File: src/rtl/sub_pkg.sv
// Shared types and defaults for the bit-serial subtractor.
// Holds the FSM state encoding and the default operand width.
// Imported by the subtractor top level.
package sub_pkg;

  typedef enum logic [1:0] {IDLE, SHIFT, DONE} sub_state_t;

  localparam int SUB_W_DEF = 16;

endpackage

File: src/rtl/fsub1.sv
// One-bit full subtractor: d = a - b - br_in, with borrow out.
// Purely combinational, zero latency.
// No handshake; the caller sequences it one bit per clock.
module fsub1 (
  input  logic a,
  input  logic b,
  input  logic br_in,
  output logic d,
  output logic br_out
);

  assign d      = a ^ b ^ br_in;
  assign br_out = (~a & b) | (~(a ^ b) & br_in);

endmodule

File: src/rtl/serial_sub16.sv
// Bit-serial subtractor: D = A - B - Bin, one bit per clock, LSB first.
// Latency: done pulses WIDTH edges after the accept edge.
// strt is only honoured in IDLE/DONE; it is ignored while busy.
module serial_sub16
  import sub_pkg::*;
#(
  parameter int WIDTH = SUB_W_DEF
) (
  input  logic             clk,
  input  logic             rst,
  input  logic             strt,
  input  logic [WIDTH-1:0] A,
  input  logic [WIDTH-1:0] B,
  input  logic             Bin,
  output logic [WIDTH-1:0] D,
  output logic             Bout,
  output logic             ovfl,
  output logic             busy,
  output logic             done
);

  localparam int CW = $clog2(WIDTH);
  localparam logic [CW-1:0] LAST = CW'(WIDTH - 1);

  sub_state_t       state;
  logic [WIDTH-1:0] a_sr;
  logic [WIDTH-1:0] b_sr;
  logic [WIDTH-2:0] res_sr;
  logic             brw;
  logic [CW-1:0]    cnt;

  logic             bit_d;
  logic             bit_br;
  logic             accept;
  logic             last_bit;
  logic [WIDTH-1:0] res_ext;

  // The single shared cell works on the current LSBs and the running borrow.
  fsub1 u_cell (
    .a      (a_sr[0]),
    .b      (b_sr[0]),
    .br_in  (brw),
    .d      (bit_d),
    .br_out (bit_br)
  );

  assign accept   = strt && (state != SHIFT);
  assign last_bit = (state == SHIFT) && (cnt == LAST);
  // New bit enters at the MSB; after the final bit this is the full result.
  assign res_ext  = {bit_d, res_sr};

  assign busy = (state == SHIFT);
  assign done = (state == DONE);

  // FSM, operand/result shifting and counter.
  always_ff @(posedge clk or posedge rst) begin
    if (rst) begin
      state  <= IDLE;
      a_sr   <= '0;
      b_sr   <= '0;
      res_sr <= '0;
      brw    <= 1'b0;
      cnt    <= '0;
    end else if (accept) begin
      state  <= SHIFT;
      a_sr   <= A;
      b_sr   <= B;
      brw    <= Bin;
      cnt    <= '0;
    end else if (state == SHIFT) begin
      a_sr   <= {1'b0, a_sr[WIDTH-1:1]};
      b_sr   <= {1'b0, b_sr[WIDTH-1:1]};
      res_sr <= res_ext[WIDTH-1:1];
      brw    <= bit_br;
      if (last_bit) begin
        state <= DONE;
      end else begin
        cnt <= cnt + CW'(1);
      end
    end else begin
      state <= IDLE;
    end
  end

  // Result registers load on the final bit and hold until the next completion.
  // On the last bit a_sr[0]/b_sr[0] are the sampled operand MSBs.
  always_ff @(posedge clk or posedge rst) begin
    if (rst) begin
      D    <= '0;
      Bout <= 1'b0;
      ovfl <= 1'b0;
    end else if (last_bit) begin
      D    <= res_ext;
      Bout <= bit_br;
      ovfl <= (a_sr[0] ^ b_sr[0]) & (bit_d ^ a_sr[0]);
    end
  end

endmodule
File: config.mk
export PLATFORM = sky130hd
export DESIGN_NAME = serial_sub16
export DESIGN_NICKNAME = d
export VERILOG_FILES = /design/src/rtl/sub_pkg.sv /design/src/rtl/fsub1.sv /design/src/rtl/serial_sub16.sv
export SDC_FILE = /design/constraint.sdc
export NUM_CORES = 1
export LEC_CHECK = 0
export ABC_AREA = 1
export CAP_MARGIN = 5
export CORE_MARGIN = 4
export CORE_UTILIZATION = 45
export DETAILED_ROUTE_END_ITERATION = 12
export PLACE_DENSITY = 0.7
export RECOVER_POWER = 100
export SLEW_MARGIN = 20
export SYNTH_ARGS = -nofsm -noshare
export SYNTH_HDL_FRONTEND = slang
export SYNTH_HIERARCHICAL = 1
export SYNTH_SLANG_ARGS = --single-unit
File: constraint.sdc
create_clock -name clk -period 6.8 [get_ports clk]
set_clock_uncertainty 0.2 [all_clocks]
set_input_delay 1.7 -clock clk [delete_from_list [all_inputs] [get_ports clk]]
set_output_delay 1.7 -clock clk [all_outputs]
set_load 0.01 [all_outputs]
==> flow_metrics.env <==
export IMPL_ys_warn_count=6
export IMPL_m1WireLength_mm=2.74
export IMPL_p_total_mw=1.59
export IMPL_num_vias=2303
export IMPL_synth_nets=383
export IMPL_drtAntennaViolNets=0
export IMPL_drc=0
export IMPL_n_fill_cell=609
export IMPL_clock_root_buffer="clkbuf_8"
export IMPL_dp_hpwl_mm=3.76
export IMPL_routed_wl_mm=5.70
export IMPL_power_density_nw_per_um2=423
export IMPL_cts_buffers=9
export IMPL_path_max_fanout=33
export IMPL_port_buffer_count=55
export IMPL_synthTopCellsByArea="dfrtp_1, nand2_1, nand3_1, o21ai_1, inv_1"
export IMPL_p_clk_share_pct=21.1
export IMPL_clk_pin_slew_ps=70
export IMPL_hold_ws_ps=275
export IMPL_fin_nets=435
export IMPL_leakage_nw=1.84
export IMPL_met3_length_um=298
export IMPL_firstDrtPassIters=6
export IMPL_core_rowCount=29
export IMPL_setup_worst_path_class="in -> reg"
export IMPL_grt_setup_unrepaired="false"
export IMPL_synth_most_common_cell="nand2_1"
export IMPL_synthesis_area_um2=3020
export IMPL_die_y_um=89.9
export IMPL_grt_pass1_vias=2304
export IMPL_cts_hold_buf=0
export IMPL_drive_above_1_share_pct=4.98
export IMPL_fin_cells=479
export IMPL_num_antenna_cells=0
export IMPL_p_sw_share_pct=35.5
export IMPL_finalHoldViolations=0
export IMPL_synth_common_cells="nand2_1, dfrtp_1, nand3_1"
export IMPL_async_reset_ff_share_pct=100
export IMPL_synth_seq_area_share_pct=59.8
export IMPL_crit_arrival_ps=3880
export IMPL_maxCapViolations=0
export IMPL_fin_crit_ps=3860
export IMPL_vdd_drop_max_mv=0.163
export IMPL_tns_ps=0
export IMPL_synth_top_area_share_pct=59.8
export IMPL_fp_dieW_um=89.9
export IMPL_end_kind="flip-flop"
export IMPL_start_kind="primary input"
export IMPL_floorplan_die_area_um2=8070
export IMPL_gp_congestion=0.734
export IMPL_synthFlopType="dfrtp_1"
export IMPL_highest_layer="met4"
export IMPL_synth_edf_count=0
export IMPL_setup_viol=0
export IMPL_yosysTopAreaCell="dfrtp_1"
export IMPL_status="finished clean"
export IMPL_drv_slew=0
export IMPL_fin_ws_ps=2940
export IMPL_fin_crit_sh_pct=56.8
export IMPL_cts_resized=0
export IMPL_clockBufferDepth=2
export IMPL_antenna_found_initial=0
export IMPL_ys_types=18
export IMPL_wl_met2_mm=2.54
export IMPL_ios=56
export IMPL_cts_setup_buffers=0
export IMPL_drtIter0Drc=111
export IMPL_initial_utilization_pct=47.0
export IMPL_crit_required_ps=6820
export IMPL_fmax_ghz=0.259
export IMPL_viasPerCell=4.81
export IMPL_max_slew_margin_rel_pct=25.8
export IMPL_syn_avg_cell_area_um2=8.74
export IMPL_grt_pass1_wl_mm=10.1
export IMPL_clk_latency_ps=340
export IMPL_syn_to_final_growth_pct=24.9
export IMPL_sequentialPowerShare_pct=45.1
export IMPL_htreeDepth=3
export IMPL_pre_cts_ws_ps=3390
export IMPL_grtUsageTotal_pct=15.4
export IMPL_worstMarginPinSlew_ps=1110
export IMPL_placed_cells=463
export IMPL_cts_tree="done"
export IMPL_synth_seq_cells=72
export IMPL_internal_power_mw=1.03
export IMPL_routedWlPerCell_um=11.9
export IMPL_grt_max_degree=73
export IMPL_core_region_area_um2=6420
export IMPL_hp_class="reg -> reg"
export IMPL_switchingPower_uw=566
export IMPL_cts_sinks=72
export IMPL_overflow=0
export IMPL_power_frac_comb_pct=33.8
export IMPL_syn_instance_count=345
-- per-layer routing --
layer  GRT usage [%]  up-vias
li1                -     1184
met1            19.1     1058
met2            25.1       52
met3            4.92        9
met4            6.12        0
met5               0        -
-- worst max-delay path, cell delays in order --
cell           delay [ps]
dlygate4sd3_1         590
nand2_1               220
clkinvlp_2            950
nand2_1               310
nand3_1                90
-- cells by family (layout without fill, tap and decap cells) --
kind of cell,after synthesis,count (layout),synth area share (%)
simple gates,199,199,27.7
compound gates,31,31,5.15
flops,72,72,59.8
buf+inv,41,98,6.35
fa+ha+maj,2,2,1.08
-- area by class of cell --
type                    count  area (µm²)  share of cell area, %
repair buffers             56         558                   14.8
clock inverters             3        40.0                   1.06
clock buffers              13         159                   4.22
inverters                  26        98.8                   2.62
well taps                  77        96.3                   2.56
multi-input cells         232        1010                   26.9
flip-flops and latches     72        1800                   47.8
-- power groups by stage --
stage	clock, mW	combinational, mW	sequential [mW]
6_report	0.337	0.539	0.718
4_1_cts	0.346	0.589	0.722
2_1_floorplan	0	0.393	0.727
5_1_grt	0.367	0.630	0.740
3_5_place_dp	0	0.589	0.727
3_3_place_gp	0	0.569	0.722
-- worst paths after layout --
path                       startpoint         to  slack (ps)  cells after the start
setup reg to reg             state[1]    b_sr[7]        3680                      6
hold / removal                   D[6]       D[6]         280                      2
min in group asynchronous         rst     cnt[0]        1860                      3
setup / recovery                 strt    b_sr[7]        2940                      5
max in group asynchronous         rst  res_sr[5]        3970                      3
hold reg to reg                  D[6]       D[6]         280                      2
-- layout by cell type, fill, tap and decap left out, types with 5 or more instances in the layout --
master,Yosys,layout
dlygate4sd3_1,0,22
inv_1,22,21
nor2_1,5,5
clkbuf_8,0,11
o21ai_0,0,29
nand3_1,40,41
clkdlybuf4s50_1,0,33
nand2_1,148,150
dfrtp_1,72,72
-- sequential cells by signal, indices dropped and copies added, names as in the netlist --
| register | cells |
|---|---|
| Bout | 1 |
| cnt | 4 |
| a_sr | 16 |
| ovfl | 1 |
| res_sr | 15 |
| brw | 1 |
| b_sr | 16 |
| state | 2 |
| D | 16 |
-- stage by stage --
stage	area, µm²	utilization [%]
finish	3770	58.6
CTS	3780	58.8
floorplan	3020	-
global placement	3580	55.7
detailed placement	3580	55.7
global route	3770	58.6
(Power assumes the default switching activity.)
